==> src/rtl/mc_control_fsm_if.sv <==
// Control bundle between the multicycle main control FSM and the cpua datapath.
//   opcode         IR[31:26], stable from DECODE onward
//   mem_ready      memory completes the current access this cycle
//   pc_write       unconditional PC load
//   pc_write_cond  PC load if ALU zero
//   pc_source      00 ALU, 01 ALUOut, 10 jump target
//   i_or_d         memory address: 0 PC, 1 ALUOut
//   mem_read       memory read request
//   mem_write      memory write request
//   ir_write       IR load enable
//   alu_src_a      0 PC, 1 regA
//   alu_src_b      00 regB, 01 const 4, 10 signext, 11 signext<<2
//   alu_op         00 add, 01 sub, 10 use funct
//   reg_dst        0 rt, 1 rd
//   mem_to_reg     0 ALUOut, 1 MDR
//   reg_write      register file write enable
//   instr_done     one-cycle pulse in the last state of each instruction
//   illegal_op     sticky unsupported-opcode flag
//   state_out      current state encoding, for debug
// master = control FSM side, slave = datapath side.
interface mc_control_fsm_if;
    logic [5:0] opcode;
    logic       mem_ready;
    logic       pc_write;
    logic       pc_write_cond;
    logic [1:0] pc_source;
    logic       i_or_d;
    logic       mem_read;
    logic       mem_write;
    logic       ir_write;
    logic       alu_src_a;
    logic [1:0] alu_src_b;
    logic [1:0] alu_op;
    logic       reg_dst;
    logic       mem_to_reg;
    logic       reg_write;
    logic       instr_done;
    logic       illegal_op;
    logic [3:0] state_out;

    modport master (
        input  opcode, mem_ready,
        output pc_write, pc_write_cond, pc_source, i_or_d, mem_read, mem_write,
               ir_write, alu_src_a, alu_src_b, alu_op, reg_dst, mem_to_reg,
               reg_write, instr_done, illegal_op, state_out
    );

    modport slave (
        output opcode, mem_ready,
        input  pc_write, pc_write_cond, pc_source, i_or_d, mem_read, mem_write,
               ir_write, alu_src_a, alu_src_b, alu_op, reg_dst, mem_to_reg,
               reg_write, instr_done, illegal_op, state_out
    );
endinterface

==> src/rtl/mc_control_fsm.sv <==
// Multicycle MIPS main control unit: Moore FSM sequencing fetch, decode,
// execute, memory and writeback for the shared-ALU, single-memory datapath.
//   clock  rising-edge system clock
//   reset  asynchronous active-low reset; all outputs forced to 0 while low
//   bus    mc_control_fsm_if.master: opcode/mem_ready in, datapath controls out
module mc_control_fsm #(
    parameter logic [5:0] OP_RTYPE = 6'h00,
    parameter logic [5:0] OP_LW    = 6'h23,
    parameter logic [5:0] OP_SW    = 6'h2B,
    parameter logic [5:0] OP_BEQ   = 6'h04,
    parameter logic [5:0] OP_ADDI  = 6'h08,
    parameter logic [5:0] OP_J     = 6'h02
) (
    input  logic                   clock,
    input  logic                   reset,
    mc_control_fsm_if.master       bus
);
    typedef enum logic [3:0] {
        FETCH  = 4'd0,  DECODE = 4'd1,  MEMADR = 4'd2,  MEMRD  = 4'd3,
        MEMWB  = 4'd4,  MEMWR  = 4'd5,  EXEC   = 4'd6,  RWB    = 4'd7,
        BRANCH = 4'd8,  ADDIEX = 4'd9,  ADDIWB = 4'd10, JUMP   = 4'd11
    } state_t;

    state_t state;
    logic   illegal;

    always_ff @(posedge clock or negedge reset) begin
        if (!reset) begin
            state   <= FETCH;
            illegal <= 1'b0;
        end else begin
            case (state)
                FETCH:  if (bus.mem_ready) state <= DECODE;
                DECODE: begin
                    case (bus.opcode)
                        OP_LW, OP_SW: state <= MEMADR;
                        OP_RTYPE:     state <= EXEC;
                        OP_BEQ:       state <= BRANCH;
                        OP_ADDI:      state <= ADDIEX;
                        OP_J:         state <= JUMP;
                        default: begin
                            state   <= FETCH;
                            illegal <= 1'b1;
                        end
                    endcase
                end
                // Opcode is stable, so anything but LW/SW here can only be a
                // corrupted IR; fall back to FETCH rather than wander.
                MEMADR: state <= (bus.opcode == OP_LW) ? MEMRD :
                                 (bus.opcode == OP_SW) ? MEMWR : FETCH;
                MEMRD:  if (bus.mem_ready) state <= MEMWB;
                MEMWR:  if (bus.mem_ready) state <= FETCH;
                EXEC:   state <= RWB;
                ADDIEX: state <= ADDIWB;
                default: state <= FETCH;  // writeback/branch/jump and 12-15
            endcase
        end
    end

    logic       pc_write, pc_write_cond, i_or_d, mem_read, mem_write, ir_write;
    logic       alu_src_a, reg_dst, mem_to_reg, reg_write, instr_done;
    logic [1:0] pc_source, alu_src_b, alu_op;

    // State decode. Gated by reset so that FETCH's read request does not
    // appear while reset is held. ir_write/pc_write in FETCH and instr_done
    // in MEMWR are qualified by mem_ready so PC/IR stay put while waiting.
    always_comb begin
        pc_write = 1'b0; pc_write_cond = 1'b0; pc_source = 2'b00;
        i_or_d = 1'b0;   mem_read = 1'b0;      mem_write = 1'b0;
        ir_write = 1'b0; alu_src_a = 1'b0;     alu_src_b = 2'b00;
        alu_op = 2'b00;  reg_dst = 1'b0;       mem_to_reg = 1'b0;
        reg_write = 1'b0; instr_done = 1'b0;
        if (reset) begin
            case (state)
                FETCH: begin
                    mem_read = 1'b1; ir_write = bus.mem_ready;
                    pc_write = bus.mem_ready; alu_src_b = 2'b01;
                end
                DECODE: alu_src_b = 2'b11;
                MEMADR: begin alu_src_a = 1'b1; alu_src_b = 2'b10; end
                MEMRD:  begin mem_read = 1'b1; i_or_d = 1'b1; end
                MEMWB:  begin reg_write = 1'b1; mem_to_reg = 1'b1; instr_done = 1'b1; end
                MEMWR:  begin mem_write = 1'b1; i_or_d = 1'b1; instr_done = bus.mem_ready; end
                EXEC:   begin alu_src_a = 1'b1; alu_op = 2'b10; end
                RWB:    begin reg_write = 1'b1; reg_dst = 1'b1; instr_done = 1'b1; end
                BRANCH: begin
                    alu_src_a = 1'b1; alu_op = 2'b01; pc_write_cond = 1'b1;
                    pc_source = 2'b01; instr_done = 1'b1;
                end
                ADDIEX: begin alu_src_a = 1'b1; alu_src_b = 2'b10; end
                ADDIWB: begin reg_write = 1'b1; instr_done = 1'b1; end
                JUMP:   begin pc_write = 1'b1; pc_source = 2'b10; instr_done = 1'b1; end
                default: ;
            endcase
        end
    end

    assign bus.pc_write      = pc_write;
    assign bus.pc_write_cond = pc_write_cond;
    assign bus.pc_source     = pc_source;
    assign bus.i_or_d        = i_or_d;
    assign bus.mem_read      = mem_read;
    assign bus.mem_write     = mem_write;
    assign bus.ir_write      = ir_write;
    assign bus.alu_src_a     = alu_src_a;
    assign bus.alu_src_b     = alu_src_b;
    assign bus.alu_op        = alu_op;
    assign bus.reg_dst       = reg_dst;
    assign bus.mem_to_reg    = mem_to_reg;
    assign bus.reg_write     = reg_write;
    assign bus.instr_done    = instr_done;
    assign bus.illegal_op    = illegal;
    assign bus.state_out     = state;
endmodule

==> src/flat_wrapper.sv <==
// flat-port wrapper written by rule: the top's interface ports become plain ports
module mc_control_fsm_flat 
#(
    parameter logic [5:0] OP_RTYPE = 6'h00,
    parameter logic [5:0] OP_LW    = 6'h23,
    parameter logic [5:0] OP_SW    = 6'h2B,
    parameter logic [5:0] OP_BEQ   = 6'h04,
    parameter logic [5:0] OP_ADDI  = 6'h08,
    parameter logic [5:0] OP_J     = 6'h02
)
  (clock, reset, bus_opcode, bus_mem_ready, bus_pc_write, bus_pc_write_cond, bus_pc_source, bus_i_or_d, bus_mem_read, bus_mem_write, bus_ir_write, bus_alu_src_a, bus_alu_src_b, bus_alu_op, bus_reg_dst, bus_mem_to_reg, bus_reg_write, bus_instr_done, bus_illegal_op, bus_state_out);
  mc_control_fsm_if bus_i ();
  input  logic clock;
  input  logic reset;
  input wire logic [$bits(bus_i.opcode)-1:0] bus_opcode;
  input wire logic [$bits(bus_i.mem_ready)-1:0] bus_mem_ready;
  output wire logic [$bits(bus_i.pc_write)-1:0] bus_pc_write;
  output wire logic [$bits(bus_i.pc_write_cond)-1:0] bus_pc_write_cond;
  output wire logic [$bits(bus_i.pc_source)-1:0] bus_pc_source;
  output wire logic [$bits(bus_i.i_or_d)-1:0] bus_i_or_d;
  output wire logic [$bits(bus_i.mem_read)-1:0] bus_mem_read;
  output wire logic [$bits(bus_i.mem_write)-1:0] bus_mem_write;
  output wire logic [$bits(bus_i.ir_write)-1:0] bus_ir_write;
  output wire logic [$bits(bus_i.alu_src_a)-1:0] bus_alu_src_a;
  output wire logic [$bits(bus_i.alu_src_b)-1:0] bus_alu_src_b;
  output wire logic [$bits(bus_i.alu_op)-1:0] bus_alu_op;
  output wire logic [$bits(bus_i.reg_dst)-1:0] bus_reg_dst;
  output wire logic [$bits(bus_i.mem_to_reg)-1:0] bus_mem_to_reg;
  output wire logic [$bits(bus_i.reg_write)-1:0] bus_reg_write;
  output wire logic [$bits(bus_i.instr_done)-1:0] bus_instr_done;
  output wire logic [$bits(bus_i.illegal_op)-1:0] bus_illegal_op;
  output wire logic [$bits(bus_i.state_out)-1:0] bus_state_out;
  assign bus_i.opcode = bus_opcode;
  assign bus_i.mem_ready = bus_mem_ready;
  assign bus_pc_write = bus_i.pc_write;
  assign bus_pc_write_cond = bus_i.pc_write_cond;
  assign bus_pc_source = bus_i.pc_source;
  assign bus_i_or_d = bus_i.i_or_d;
  assign bus_mem_read = bus_i.mem_read;
  assign bus_mem_write = bus_i.mem_write;
  assign bus_ir_write = bus_i.ir_write;
  assign bus_alu_src_a = bus_i.alu_src_a;
  assign bus_alu_src_b = bus_i.alu_src_b;
  assign bus_alu_op = bus_i.alu_op;
  assign bus_reg_dst = bus_i.reg_dst;
  assign bus_mem_to_reg = bus_i.mem_to_reg;
  assign bus_reg_write = bus_i.reg_write;
  assign bus_instr_done = bus_i.instr_done;
  assign bus_illegal_op = bus_i.illegal_op;
  assign bus_state_out = bus_i.state_out;
  mc_control_fsm #(.OP_RTYPE(OP_RTYPE), .OP_LW(OP_LW), .OP_SW(OP_SW), .OP_BEQ(OP_BEQ), .OP_ADDI(OP_ADDI), .OP_J(OP_J)) u_core (.clock(clock), .reset(reset), .bus(bus_i));
endmodule
==> config.mk <==
export PLATFORM = sky130hd
export DESIGN_NAME = mc_control_fsm_flat
export DESIGN_NICKNAME = d
export VERILOG_FILES = /design/src/rtl/mc_control_fsm_if.sv /design/src/rtl/mc_control_fsm.sv /design/src/flat_wrapper.sv
export SDC_FILE = /design/constraint.sdc
export NUM_CORES = 1
export LEC_CHECK = 0
export ABC_AREA = 1
export CORE_ASPECT_RATIO = 1.4
export CORE_MARGIN = 3
export CORE_UTILIZATION = 25
export DETAILED_ROUTE_END_ITERATION = 7
export PLACE_DENSITY = 0.52
export REMOVE_ABC_BUFFERS = 1
export SYNTH_ARGS = -nofsm -noshare
export SYNTH_HDL_FRONTEND = slang
export SYNTH_SLANG_ARGS = --single-unit
==> constraint.sdc <==
create_clock -name clock -period 1.9 [get_ports clock]
set_input_delay 0.38 -clock clock [delete_from_list [all_inputs] [get_ports clock]]
set_output_delay 0.38 -clock clock [all_outputs]
set_load 0.05 [all_outputs]
# Word level (Yosys, flattened, before mapping)
# Index checks and enable logic that the tools add are counted.
# op_classes
addsub	0
multipliers	0
n_div	0
n_lt_le_gt_ge	0
n_eq_ne	19
n_shift	0
n_mux	35
bitwise	1
reduce_logical	12
# op_table
op	count
one-hot mux 4 bit (7 select lines)	1
two-way mux 1 bit	20
one-hot mux 4 bit (5 select lines)	1
== test 4 x 3 -> 1 bit, second input constant	4
== test 4 bit, second input constant	4
two-way mux 4 bit	4
== test 6 bit, second input constant	2
== test 4 x 2 -> 1 bit, second input constant	2
one-hot mux 2 bit (2 select lines)	2
OR reduction 2 bit	4
== test 6 x 2 -> 1 bit, second input constant	1
== test 6 x 3 -> 1 bit, second input constant	1
== test 6 x 4 -> 1 bit, second input constant	1
logical NOT 6 bit	1
two-way mux 2 bit	3
!= test 2 bit, second input constant	3
one-hot mux 2 bit (3 select lines)	1
OR reduction 6 bit	1
OR reduction 5 bit	1
== test 4 x 1 -> 1 bit, second input constant	1
logical NOT 4 bit	1
one-hot mux 1 bit (2 select lines)	2
OR reduction 4 bit	1
two-way mux 3 bit	1
other kinds (4)	4
# word_totals
regBits	5
latchBits	0
mem_bits_rw	0
mem_bits_ro	0
input_bits	9
out_inout_bits	22
word_cells	69
memories	0

# Depth between registers and ports, before layout
# depth
word_depth	4
ltp_mapped	8
ltp_nobuf	8

# Worst setup path before layout
# No wires, ideal clock.
# synth_path
kind	register -> output
from	register u_core.state[3], in the netlist u_core.bus.state_out[3]
to	output port bus_pc_source[0]
arrival_time_ns	2.120
required_ns	1.520
setup_slack_ns	-0.600
stages_incl_launch_ff	6
path_buffers	1
path_cell_list	dfrtp_1 > nand2_1 > nor2_1 > inv_1 > nor2_1 > buf_4
# synth_between
elab_chain_len	3
elab_cells_between_ends	4
classes_between	eq/ne: 2; mux: 2
# synth_lines
element	line	source
start: declaration	mc_control_fsm.sv:24	state_t state;
start signal: assignment	mc_control_fsm.sv:49	MEMADR: state <= (bus.opcode == OP_LW) ? MEMRD :
== test 4 bit	mc_control_fsm.sv:74	case (state)
one-hot mux 2 bit (2 select lines) (*)	mc_control_fsm.sv:74	
two-way mux 2 bit (*)	mc_control_fsm.sv:73	if (reset) begin
end: declaration	flat_wrapper.sv:19	output wire logic [$bits(bus_i.pc_source)-1:0] bus_pc_source;
# Mark *: on every way between the ends. The rest lies on a longest branch, timed or not.

# Worst setup path in the final report
# layout_path
from	register u_core.state[1], in the netlist u_core.bus.state_out[1]
to	output port bus_instr_done
# layout_between
elab_chain_len	4
elab_cells_between_ends	9
classes_between	eq/ne: 6; mux: 2; reduce/logical: 1
# layout_lines
element	line	source
== test 4 x 3 -> 1 bit / == test 4 bit (equally long branches)	mc_control_fsm.sv:74	
OR reduction 5 bit (no source line)	-	
one-hot mux 1 bit (2 select lines) (*)	mc_control_fsm.sv:74	
two-way mux 1 bit (*)	mc_control_fsm.sv:73	
end: declaration	flat_wrapper.sv:30	output wire logic [$bits(bus_i.instr_done)-1:0] bus_instr_done;
# Marks and branches as above.

==> impl_metrics.toml <==
[drt]
vias_per_cell = 4.726
wl_per_cell_um = 11.44
first_pass_iters = 2
detail-route-antenna-nets = 0
drcViolationCount = 0
drtIter0Drc = 12
via_count = 827
wl_um = 2002

[finish]
syn_to_final_growth_pct = 118.3
nFillCells = 214
multi_input_area_um2 = 514.2
utilization_pct = 58.88
fin_nets = 163
drive_above_1_share_pct = 54.25
seq_area_um2 = 128.9
finalNonFillerCells = 175
n_antenna_cell = 0

[synth]
synth_area_um2 = 600.6
yosysMostFrequentCell = "nor2_1"
synthTopCellsByArea = "dfrtp_1 (21%), nor2_1 (16%), nand2_1 (14%), inv_1 (10%), nand3_1 (7.5%)"
syn_area_per_cell_um2 = 5.411
yosysTopAreaCellShare_pct = 20.83
async_flop_share_pct = 100.0
synthCells = 111
synth-edff-count = 0
synthTopCellsByCount = "nor2_1 (25), nand2_1 (22), inv_1 (16)"
yosysWarnings = 0
synth_top_area_cell = "dfrtp_1"
synth_seq_cells = 5
synth_top_flop_cell = "dfrtp_1"
ys_types = 19
seq_area_frac_synth_pct = 20.83

[timing]
finalHoldViolations = 0
timing.final.ws_setup_ns = 0.002518
final.period_utilization_pct = 99.87
worstMarginPinSlew_ns = 0.2840
fmax_ghz = 0.5270
slew_viol_final = 0
fin_skew_ns = 0.002152
setup_viol = 0
min_period_ns = 1.897
rsz0062_at_grt = "true"
slew_headroom_pct = 81.00

[power]
power_mw = 1.158
power_density_nw_per_um2 = 883.4
p_leak_nw = 0.5968
ir_worst_vdd_mv = 0.5387

[run]
cap_viol_max_count = 0

[die]
die_y_um = 63.99
die_area_um2 = 3035
start_util_pct = 26.97
die_w_um = 47.43
core_area_um2 = 2227
row_count = 20
ios = 31

[cts]
clock_latency_ns = 0.24
clock_path_buffers = 2
cts_tree = "built"
cts.clk_slew.worst_paths_ns = 0.04
htree_levels = 1
numCtsBuffers = 3
cts.sink_count = 5
cts_root_buf = "clkbuf_4"

[placement]
dp_cells = 164
routabilityCongestion = 0.7925
dp_hpwl_um = 1631
pre_cts_ws_ns = -0.1019
io_buffers = 30

[grt]
grt_antenna_before_repair = 0
grt_pass1_wl_um = 3167
grt_max_degree = 11
grt_pass1_vias = 812
grt_usage_pct = 14.35
gr-total-overflow = 0

[worst_setup_path]
crit_path_end_kind = "output pin"
crit_chain = "nand2_2 > inv_2 > nand2_2 > nand2_2 > nor3_4 > a31oi_4 > buf_12"
path_max_fanout = 4
reg2reg_slack_ns = 0.63
path_class = "register to output pin"
cpPeakStageDelay_ns = 0.43
start_kind = "register"
critPathRequiredTime_ns = 1.52
cp_common_cell = "nand2_2"
crit_arrival_ns = 1.52
critPathSlowestCell = "dfrtp_1"

[hold_path]
hold_path_class = "input port to asynchronous set/reset pin"

[outcome]
status = "finished, final reports clean"
[repair_timing]
| item | 4_1_cts | 5_1_grt |
|---|---|---|
| setup buffers | 6 | 1 |
| endpoints found under the setup margin | 11 | 10 |
| gates resized for setup | 10 | 32 |
| pin swaps | 2 | 10 |
| hold buffers | 0 | 0 |
[final cells by class]
class | instances | area share (%)
well taps | 22 | 2.099
clock buffers | 4 | 2.004
multi-input cells | 83 | 39.22
flip-flops and latches | 5 | 9.828
inverters | 21 | 6.298
repair buffers | 40 | 40.55
[per-stage QoR]
stage | TNS [ns] | hold WS, ns | area, µm²
2_1_floorplan | -5.970 | 0.08441 | 589.3
3_3_place_gp | -0.1804 | 0.4519 | 1097
3_5_place_dp | -0.3695 | 0.4676 | 1097
4_1_cts | 0 | 0.2426 | 1194
5_1_grt | -0.1347 | 0.2659 | 1311
6_report | 0 | 0.2509 | 1311
[cells by family (layout without fill, tap and decap cells)]
| kind of cell | after synthesis | after routing | share of synthesized area (%) |
|---|---|---|---|
| flops | 5 | 5 | 20.83 |
| compound gates | 11 | 11 | 9.792 |
| simple gates | 72 | 72 | 54.37 |
| buf+inv | 23 | 65 | 15.00 |
[layer usage]
| metal | wire length (µm) | part of all wire, % | track usage (%) |
|---|---|---|---|
| met1 | 684 | 34 | 13.23 |
| met2 | 1202 | 60 | 26.85 |
| met3 | 83 | 4.1 | 1.972 |
| met4 | 31 | 1.5 | 8.304 |
| met5 | 0 | 0 | 0 |
[final timing paths]
check,startpoint,cells past startpoint,to
max in group asynchronous,reset,2,u_core.bus.state_out[3]$_DFFE_PN0P_
worst min-delay path,reset,2,u_core.bus.state_out[1]$_DFFE_PN0P_
worst max register to register,u_core.bus.state_out[0]$_DFFE_PN0P_,7,u_core.bus.state_out[2]$_DFFE_PN0P_
worst min register to register,u_core.bus.illegal_op$_DFFE_PN0P_,2,u_core.bus.illegal_op$_DFFE_PN0P_
min in group clock,u_core.bus.illegal_op$_DFFE_PN0P_,2,u_core.bus.illegal_op$_DFFE_PN0P_
worst max-delay path,u_core.bus.state_out[1]$_DFFE_PN0P_,7,bus_instr_done
[worst max-delay path: cells and delay by family (launching register included)]
family,cells,cell delay (ns)
buffers and inverters,2,0.21
and+or+nand+nor,4,0.50
AOI/OAI and AO/OA,1,0.13
DFF,1,0.43
[state kept, by name, summed over array words and instances, names as in the netlist]
register	cells
u_core.bus.illegal_op	1
u_core.bus.state_out	4
[power by group]
group	internal (mW)	switching [mW]
Sequential	0.129	0.0345
Combinational	0.347	0.526
Clock	0.0793	0.0423
Total	0.555	0.603
[cells in the final DEF (no fill, tap or decap), drive strengths merged]
cell	instances
buf	32
nor2	32
nand2	25
inv	20
nand3	10
clkdlybuf4s50	7
a21oi	6
dfrtp	5
clkbuf	4
nor3	3
o21ai	3
nand4	2
clkinvlp	1
a31oi	1
o211ai	1
dlygate4sd2	1
No activity file was read; power rests on OpenSTA's default activity.
